**config.mk**
```make
export PLATFORM = sky130hd
export DESIGN_NAME = flit_traffic_gen_flat
export DESIGN_NICKNAME = d
export VERILOG_FILES = /design/src/rtl/flit_traffic_gen_pkg.sv /design/src/rtl/flit_traffic_gen_if.sv /design/src/rtl/tgen_lfsr32.sv /design/src/rtl/flit_traffic_gen.sv /design/src/flat_wrapper.sv
export SDC_FILE = /design/constraint.sdc
export NUM_CORES = 1
export LEC_CHECK = 0
export BUFFER_PORTS_ARGS = -buffer_cell sky130_fd_sc_hd__buf_2
export CAP_MARGIN = 20
export CORE_AREA = 2 2 139 141
export DETAILED_ROUTE_END_ITERATION = 8
export DIE_AREA = 0 0 141 143
export HOLD_SLACK_MARGIN = 0.1
export PLACE_DENSITY_LB_ADDON = 0.05
export SYNTH_ARGS = -nofsm -noshare
export SYNTH_HDL_FRONTEND = slang
export SYNTH_HIERARCHICAL = 1
export SYNTH_SLANG_ARGS = --single-unit
```
**constraint.sdc**
```tcl
create_clock -name clk -period 2.9 [get_ports clk]
set_input_delay 0.29 -clock clk [delete_from_list [all_inputs] [get_ports clk]]
set_output_delay 0.29 -clock clk [all_outputs]
set_load 0.01 [all_outputs]
```
**src/rtl/flit_traffic_gen_pkg.sv**
```systemverilog
// Shared definitions for the flit traffic generator.
//   - Default flit geometry (flit width, node/seq/MSHR field widths).
//   - Header width helper, used by the generator to place the payload.
//   - FSM state encoding (IDLE, WAIT, SEND, GAP, DONE).
//   - Payload LFSR seed and Galois feedback mask.
package flit_traffic_gen_pkg;

    localparam int TGEN_FLIT_W = 144;
    localparam int TGEN_NODE_W = 4;
    localparam int TGEN_SEQ_W  = 3;
    localparam int TGEN_MSHR_W = 4;

    typedef enum logic [2:0] {
        ST_IDLE = 3'd0,
        ST_WAIT = 3'd1,
        ST_SEND = 3'd2,
        ST_GAP  = 3'd3,
        ST_DONE = 3'd4
    } tgen_state_e;

    // Seed loaded at reset and on every run start.
    localparam logic [31:0] TGEN_LFSR_SEED = 32'hACE1ACE1;
    // x^32 + x^22 + x^2 + x + 1 in right-shifting Galois form.
    localparam logic [31:0] TGEN_LFSR_MASK = 32'h80200003;

    // Header layout, LSB first: dest, src, seq, valid, mshr.
    function automatic int hdr_width(input int node_w, input int seq_w, input int mshr_w);
        return 2 * node_w + seq_w + 1 + mshr_w;
    endfunction

endpackage

```
**src/rtl/flit_traffic_gen_if.sv**
```systemverilog
// Router-side flit bus of one node.
//   inj_flit  : flit presented to the router injection port (master drives)
//   inj_ready : router can take an injection this cycle
//   inj_ack   : router consumed inj_flit at this edge
//   ej_flit   : flit ejected by the router at this node
// master = traffic generator, slave = router (or testbench acting as one).
interface flit_traffic_gen_if
    import flit_traffic_gen_pkg::*;
#(
    parameter int FLIT_W = TGEN_FLIT_W
);
    logic [FLIT_W-1:0] inj_flit;
    logic              inj_ready;
    logic              inj_ack;
    logic [FLIT_W-1:0] ej_flit;

    modport master (output inj_flit, input inj_ready, input inj_ack, input ej_flit);
    modport slave  (input inj_flit, output inj_ready, output inj_ack, output ej_flit);
endinterface

```
**src/rtl/tgen_lfsr32.sv**
```systemverilog
// 32-bit Galois LFSR used as a payload source by traffic generators.
//   clk, rst : clock, asynchronous active-high reset (reset value = seed constant)
//   load     : load 'seed' (has priority over step)
//   step     : advance one position
//   seed     : value loaded by 'load'
//   q        : current LFSR value
module tgen_lfsr32
    import flit_traffic_gen_pkg::*;
(
    input  logic        clk,
    input  logic        rst,
    input  logic        load,
    input  logic        step,
    input  logic [31:0] seed,
    output logic [31:0] q
);
    logic [31:0] lfsr_reg;

    always_ff @(posedge clk or posedge rst) begin
        if (rst) begin
            lfsr_reg <= TGEN_LFSR_SEED;
        end else if (load) begin
            lfsr_reg <= seed;
        end else if (step) begin
            lfsr_reg <= {1'b0, lfsr_reg[31:1]} ^ (lfsr_reg[0] ? TGEN_LFSR_MASK : 32'h0);
        end
    end

    assign q = lfsr_reg;
endmodule

```
**src/rtl/flit_traffic_gen.sv**
```systemverilog
// Programmable flit source/sink for one bufferless-router node.
// Injects PKT_COUNT header-formatted flits under a ready/ack handshake and
// counts/checks flits ejected at this node.
//   clk, rst   : clock, asynchronous active-high reset
//   start      : begin a run (sampled in IDLE or DONE)
//   inj        : router bus (inj_flit out; inj_ready, inj_ack, ej_flit in)
//   sent_cnt   : accepted injections in the current run (saturating)
//   recv_cnt   : valid ejections since reset (saturating)
//   err        : sticky, an ejected flit carried a foreign destination
//   done       : run complete
//   cycle_cnt  : run length in cycles when built with TGEN_CYCLE_CNT_EN,
//                otherwise constant 0
module flit_traffic_gen
    import flit_traffic_gen_pkg::*;
#(
    parameter int FLIT_W    = TGEN_FLIT_W,
    parameter int NODE_W    = TGEN_NODE_W,
    parameter int SEQ_W     = TGEN_SEQ_W,
    parameter int MSHR_W    = TGEN_MSHR_W,
    parameter int NUM_NODES = 16,
    parameter int SRC_ID    = 5,
    parameter int PKT_COUNT = 16,
    parameter int GAP       = 0
) (
    input  logic                      clk,
    input  logic                      rst,
    input  logic                      start,
    flit_traffic_gen_if.master        inj,
    output logic [15:0]               sent_cnt,
    output logic [15:0]               recv_cnt,
    output logic                      err,
    output logic                      done,
    output logic [31:0]               cycle_cnt
);
    localparam int HDR_W     = hdr_width(NODE_W, SEQ_W, MSHR_W);
    localparam int PAY_W     = FLIT_W - HDR_W;
    localparam int DEST_LSB  = 0;
    localparam int SRC_LSB   = NODE_W;
    localparam int SEQ_LSB   = 2 * NODE_W;
    localparam int VALID_BIT = 2 * NODE_W + SEQ_W;
    localparam int MSHR_LSB  = VALID_BIT + 1;
    localparam int REP_N     = (PAY_W + 31) / 32;

    localparam logic [NODE_W-1:0] SRC_NODE  = NODE_W'(SRC_ID);
    localparam logic [NODE_W-1:0] DEST_INIT = NODE_W'((SRC_ID + 1) % NUM_NODES);
    localparam logic [NODE_W:0]   NODES_L   = (NODE_W + 1)'(NUM_NODES);
    localparam logic [16:0]       PKT_LAST  = 17'(PKT_COUNT);
    localparam logic [15:0]       GAP_LOAD  = 16'(GAP - 1);

    tgen_state_e         state_reg, state_next;
    logic [FLIT_W-1:0]   inj_flit_reg, flit_next;
    logic [15:0]         sent_cnt_reg, recv_cnt_reg, gap_cnt_reg;
    logic [NODE_W-1:0]   dest_reg;
    logic                err_reg;
    logic                load_flit, accept, start_take, last_flit;
    logic [31:0]         lfsr_q;

    // Next destination: +1 mod NUM_NODES, never addressing ourselves.
    function automatic logic [NODE_W-1:0] dest_step(input logic [NODE_W-1:0] d);
        logic [NODE_W:0] n;
        n = {1'b0, d} + 1'b1;
        if (n >= NODES_L) n = '0;
        if (n[NODE_W-1:0] == SRC_NODE) begin
            n = n + 1'b1;
            if (n >= NODES_L) n = '0;
        end
        return n[NODE_W-1:0];
    endfunction

    tgen_lfsr32 u_lfsr (
        .clk  (clk),
        .rst  (rst),
        .load (start_take),
        .step (accept),
        .seed (TGEN_LFSR_SEED),
        .q    (lfsr_q)
    );

    // A start that goes straight to SEND loads the first flit in the same
    // edge that reinitialises the run, so build it from the initial values.
    logic [15:0]       cur_sent;
    logic [NODE_W-1:0] cur_dest;
    logic [31:0]       cur_lfsr;
    logic [REP_N*32-1:0] pay_rep;

    assign cur_sent = start_take ? 16'h0 : sent_cnt_reg;
    assign cur_dest = start_take ? DEST_INIT : dest_reg;
    assign cur_lfsr = start_take ? TGEN_LFSR_SEED : lfsr_q;

    for (genvar gi = 0; gi < REP_N; gi++) begin : g_rep
        assign pay_rep[gi*32 +: 32] = cur_lfsr;
    end

    always_comb begin
        flit_next = '0;
        flit_next[DEST_LSB +: NODE_W] = cur_dest;
        flit_next[SRC_LSB  +: NODE_W] = SRC_NODE;
        flit_next[SEQ_LSB  +: SEQ_W]  = cur_sent[SEQ_W-1:0];
        flit_next[VALID_BIT]          = 1'b1;
        flit_next[MSHR_LSB +: MSHR_W] = cur_sent[MSHR_W-1:0];
        flit_next[FLIT_W-1:HDR_W]     = pay_rep[PAY_W-1:0];
    end

    assign last_flit = ({1'b0, sent_cnt_reg} + 17'd1) >= PKT_LAST;

    always_comb begin
        state_next = state_reg;
        load_flit  = 1'b0;
        accept     = 1'b0;
        start_take = 1'b0;
        case (state_reg)
            ST_IDLE, ST_DONE: begin
                if (start) begin
                    start_take = 1'b1;
                    if (PKT_COUNT == 0) begin
                        state_next = ST_DONE;
                    end else if (inj.inj_ready) begin
                        state_next = ST_SEND;
                        load_flit  = 1'b1;
                    end else begin
                        state_next = ST_WAIT;
                    end
                end
            end
            ST_WAIT: begin
                if (inj.inj_ready) begin
                    state_next = ST_SEND;
                    load_flit  = 1'b1;
                end
            end
            ST_SEND: begin
                if (inj.inj_ack) begin
                    accept = 1'b1;
                    if (last_flit)    state_next = ST_DONE;
                    else if (GAP > 0) state_next = ST_GAP;
                    else              state_next = ST_WAIT;
                end
            end
            ST_GAP: begin
                // The last gap cycle doubles as the wait cycle, so exactly
                // GAP idle cycles separate two flits while inj_ready is high.
                if (gap_cnt_reg == 16'h0) begin
                    if (inj.inj_ready) begin
                        state_next = ST_SEND;
                        load_flit  = 1'b1;
                    end else begin
                        state_next = ST_WAIT;
                    end
                end
            end
            default: state_next = ST_IDLE;
        endcase
    end

    always_ff @(posedge clk or posedge rst) begin
        if (rst) begin
            state_reg    <= ST_IDLE;
            inj_flit_reg <= '0;
            sent_cnt_reg <= 16'h0;
            dest_reg     <= DEST_INIT;
            gap_cnt_reg  <= 16'h0;
        end else begin
            state_reg <= state_next;
            if (load_flit)   inj_flit_reg <= flit_next;
            else if (accept) inj_flit_reg <= '0;
            if (start_take) begin
                sent_cnt_reg <= 16'h0;
                dest_reg     <= DEST_INIT;
            end else if (accept) begin
                if (sent_cnt_reg != 16'hFFFF) sent_cnt_reg <= sent_cnt_reg + 16'd1;
                dest_reg <= dest_step(dest_reg);
            end
            if (accept)                                            gap_cnt_reg <= GAP_LOAD;
            else if (state_reg == ST_GAP && gap_cnt_reg != 16'h0)  gap_cnt_reg <= gap_cnt_reg - 16'd1;
        end
    end

    // Ejection checker runs in every state and survives run restarts.
    always_ff @(posedge clk or posedge rst) begin
        if (rst) begin
            recv_cnt_reg <= 16'h0;
            err_reg      <= 1'b0;
        end else if (inj.ej_flit[VALID_BIT]) begin
            if (recv_cnt_reg != 16'hFFFF) recv_cnt_reg <= recv_cnt_reg + 16'd1;
            if (inj.ej_flit[DEST_LSB +: NODE_W] != SRC_NODE) err_reg <= 1'b1;
        end
    end

`ifdef TGEN_CYCLE_CNT_EN
    logic [31:0] cycle_cnt_reg;

    // The cycle that accepts start counts as the first cycle of the run.
    always_ff @(posedge clk or posedge rst) begin
        if (rst) begin
            cycle_cnt_reg <= 32'h0;
        end else if (start_take) begin
            cycle_cnt_reg <= (state_next == ST_DONE) ? 32'h0 : 32'h1;
        end else if (state_reg != ST_IDLE && state_reg != ST_DONE &&
                     cycle_cnt_reg != 32'hFFFFFFFF) begin
            cycle_cnt_reg <= cycle_cnt_reg + 32'd1;
        end
    end

    assign cycle_cnt = cycle_cnt_reg;
`else
    assign cycle_cnt = 32'h0;
`endif

    assign inj.inj_flit = inj_flit_reg;
    assign sent_cnt     = sent_cnt_reg;
    assign recv_cnt     = recv_cnt_reg;
    assign err          = err_reg;
    assign done         = (state_reg == ST_DONE);
endmodule

```
**src/flat_wrapper.sv**
```systemverilog
// flat-port wrapper written by rule: the top's interface ports become plain ports
module flit_traffic_gen_flat import flit_traffic_gen_pkg::*;
#(
    parameter int FLIT_W    = TGEN_FLIT_W,
    parameter int NODE_W    = TGEN_NODE_W,
    parameter int SEQ_W     = TGEN_SEQ_W,
    parameter int MSHR_W    = TGEN_MSHR_W,
    parameter int NUM_NODES = 16,
    parameter int SRC_ID    = 5,
    parameter int PKT_COUNT = 16,
    parameter int GAP       = 0
)
  (clk, rst, start, sent_cnt, recv_cnt, err, done, cycle_cnt, inj_inj_flit, inj_inj_ready, inj_inj_ack, inj_ej_flit);
  flit_traffic_gen_if #(.FLIT_W(FLIT_W)) inj_i ();
  input  logic clk;
  input  logic rst;
  input  logic start;
  output logic [15:0] sent_cnt;
  output logic [15:0] recv_cnt;
  output logic err;
  output logic done;
  output logic [31:0] cycle_cnt;
  output wire logic [$bits(inj_i.inj_flit)-1:0] inj_inj_flit;
  input wire logic [$bits(inj_i.inj_ready)-1:0] inj_inj_ready;
  input wire logic [$bits(inj_i.inj_ack)-1:0] inj_inj_ack;
  input wire logic [$bits(inj_i.ej_flit)-1:0] inj_ej_flit;
  assign inj_inj_flit = inj_i.inj_flit;
  assign inj_i.inj_ready = inj_inj_ready;
  assign inj_i.inj_ack = inj_inj_ack;
  assign inj_i.ej_flit = inj_ej_flit;
  flit_traffic_gen #(.FLIT_W(FLIT_W), .NODE_W(NODE_W), .SEQ_W(SEQ_W), .MSHR_W(MSHR_W), .NUM_NODES(NUM_NODES), .SRC_ID(SRC_ID), .PKT_COUNT(PKT_COUNT), .GAP(GAP)) u_core (.clk(clk), .rst(rst), .start(start), .inj(inj_i), .sent_cnt(sent_cnt), .recv_cnt(recv_cnt), .err(err), .done(done), .cycle_cnt(cycle_cnt));
endmodule
```
==> metrics.md <==
| Metric | Value |
|---|---|
| Status | finished, final reports clean |
| Number of global-route vias before repair | 5,371 |
| Distinct cells, synth | 59 |
| Hold path cells | 2 |
| Total core area | 18,600 um2 |
| Die Width | 141 um |
| Mapped cell area | 7430 um2 |
| PortBufs | 185 |
| Vias | 5,768 |
| R2R Setup Slk | 0.33 ns |
| Wire length per cell | 14.8 um |
| Peak supply drop | 0.000485 V |
| Antenna violations before repair | 0 |
| # rows | 50 |
| R2R cell count | 7 |
| Most common cell after layout, fill and taps aside | buf_2 |
| First-pass DRT Iterations | 4 |
| Total Routing Usage GR | 17.4% |
| First-pass GRT wire length | 27,800 um |
| Syn Inst Count | 812 |
| Pwr/cell area | 1020 nW/um2 |
| EDFF count, synth | 0 |
| Longest Clk Path Bufs | 2 |
| Drc violations | 0 |
| RSZ-0062 raised after global routing | false |
| Final Wtd Congestion | 0.814 |
| Post-layout minimum cycle time | 2.57 ns |
| Worst-Skew Late Latency | 0.42 ns |
| Worst Path Arrival | 2.90 ns |
| Rel. slew slack | 32.2% |
| Slew Viols, Final | 0 |
| Max_cap viols | 0 |
| Routed wire length | 17,300 um |
| Routed Antenna Nets | 0 |
| CTS tree | done |
| Sequential area share after synthesis | 43.7% |
| Most frequent cells in the layout | buf_2, dfrtp_1, nand2_1 |
| Clock skew | 0.00902 ns |
| Critical path startpoint category | flip-flop |
| CTS root buf | clkbuf_16 |
| Post-DP HPWL | 12,000 um |
| Transition time of the tightest slew-check pin | 1.01 ns |
| Ant diodes | 0 |
| Hold Violations, Final | 0 |
| Clock-pin slew on the worst setup and hold paths | 0.05 ns |
| Die Y | 143 um |
| Setup tns final | 0 ns |
| CP Capture Type | flip-flop |
| Maximum clock frequency | 0.389 GHz |
| Post-synthesis area per instance | 9.15 um2 |
| H-tree depth | 4 |
| Tcrit/Tclk final | 88.6% |
| Post-CTS setup buffer count | 0 |
| Final setup viols | 0 |
| Num Clock Sinks | 129 |
| Setup Crit Path Kind | reg2reg |
| Ports | 359 |
| Area Growth Syn to Fin | 13.6% |
| Post-synthesis async set-or-reset flop share | 100% |
| Initial core utilization | 40.0% |
| CTS buffer count | 17 |
| Data required time at the worst endpoint | 3.23 ns |
| Vias per Instance | 4.95 |
| Final Core Density | 45.4% |
| Crit path max fanout | 73 |
| Reg area | 3250 um2 |
| Filler instances | 1,809 |
| Main synth FF type | dfrtp_1 |
| DIE AREA | 20,200 um2 |
| Share of cells above drive strength 1 | 27.6% |
| Leakage Power | 4.00 nW |
| Total grt overflow | 0 |
| Largest register FFs | 41 |
| Flops & latches, synth | 129 |
| Initial drt markers | 246 |
| Final nets | 1,076 |
| Synth warnings | 6 |
| Multi-input combinational cell area | 3130 um2 |
| Largest net degree at the start of global routing | 74 |
| Min-Delay Path Class | in2reg |
==> cell usage after synthesis (8+ instances only) <==
cell type  instances  share of area, %
nor2_1            39               2.0
nand4_1            9              0.76
dfrtp_1          111                37
buf_2             12              0.81
nand2_1           96               4.8
a31oi_1            8              0.67
xnor2_1           17               2.0
a21oi_1           44               3.0
clkbuf_1          24               1.2
nor3_1            13              0.88
nand3_1           43               2.9
inv_1             16              0.81
dfstp_2           18               6.4
buf_4            136                14
o21ai_0           47               3.2
o21ai_1           32               2.2
xor2_1            19               2.2
mux2i_1           32               4.3
==> logic make-up after synthesis <==
kind of cell | share of synthesized area, %
buffers and inverters | 17.3
adder cells (fa/ha/maj) | 1.18
other | 0.101
XOR/XNOR | 4.24
flip-flops | 43.7
multiplexers | 4.46
AND/OR/NAND/NOR | 16.1
AO/OA/AOI/OAI | 12.8
==> worst max-delay path, stage by stage, from the launching register on <==
cell     delay [ns]
dfrtp_1        0.43
or4_1          0.64
nor4_4         0.36
a21oi_2        0.18
nor3_4         0.29
buf_12         0.29
nand3_1        0.15
o21ai_0        0.10
==> layer usage <==
layer  wire (um)  track usage [%]  share of wire (%)
met1        7930             22.7                 46
met2        7920             28.0                 46
met3        1070             4.09                6.2
met4         332             6.95                1.9
met5           0                0                  0
==> final cells by class <==
class,count,share of cell area (%)
sequential,129,38.5
multi-input combinational,554,37.1
timing repair buffer,202,13.0
clock buffer,26,6.03
tap,234,3.47
clock inverter,5,1.19
inverter,16,0.741
==> where the power goes <==
| group | internal (mW) | switching [mW] | total [mW] | leakage, nW |
|---|---|---|---|---|
| Clock | 1.46 | 0.744 | 2.20 | 0.300 |
| Combinational | 1.38 | 1.95 | 3.33 | 2.14 |
| Sequential | 2.46 | 0.619 | 3.08 | 1.56 |
| Total | 5.30 | 3.31 | 8.61 | 4.00 |
==> per-stage QoR <==
step | hold slack, ns | instances | power (mW) | cell area (um2) | setup WS [ns]
finish | 0.135 | 1166 | 8.61 | 8440 | 0.330
global route | 0.129 | 1166 | 9.29 | 8440 | 0.140
CTS | 0.112 | 1166 | 8.73 | 8440 | 0.305
detailed placement | 0.417 | 1134 | 6.47 | 7820 | 0.342
global placement | 0.407 | 1134 | 6.42 | 7820 | 0.367
floorplan | 0.394 | 876 | 5.87 | 7670 | 0.0796
==> timing repair <==
item	4_1_cts	5_1_grt
hold buffers	1	0
resized for setup	0	0
hold endpoints to repair	56	0
==> worst paths after layout <==
path	end	startpoint
worst max-delay path	u_core/inj.inj_flit[126]$_DFFE_PP0P_	u_core/gap_cnt_reg[10]$_DFFE_PP0P_
worst min-delay path	u_core/err$_DFFE_PP0P_	inj_ej_flit[11]
worst max register to register	u_core/inj.inj_flit[126]$_DFFE_PP0P_	u_core/gap_cnt_reg[10]$_DFFE_PP0P_
worst min register to register	u_core/err$_DFFE_PP0P_	u_core/err$_DFFE_PP0P_
max in group asynchronous	u_core/inj.inj_flit[140]$_DFFE_PP0P_	rst
min in group asynchronous	u_core/inj.inj_flit[120]$_DFFE_PP0P_	rst
Power figures use the tool's default switching activity.
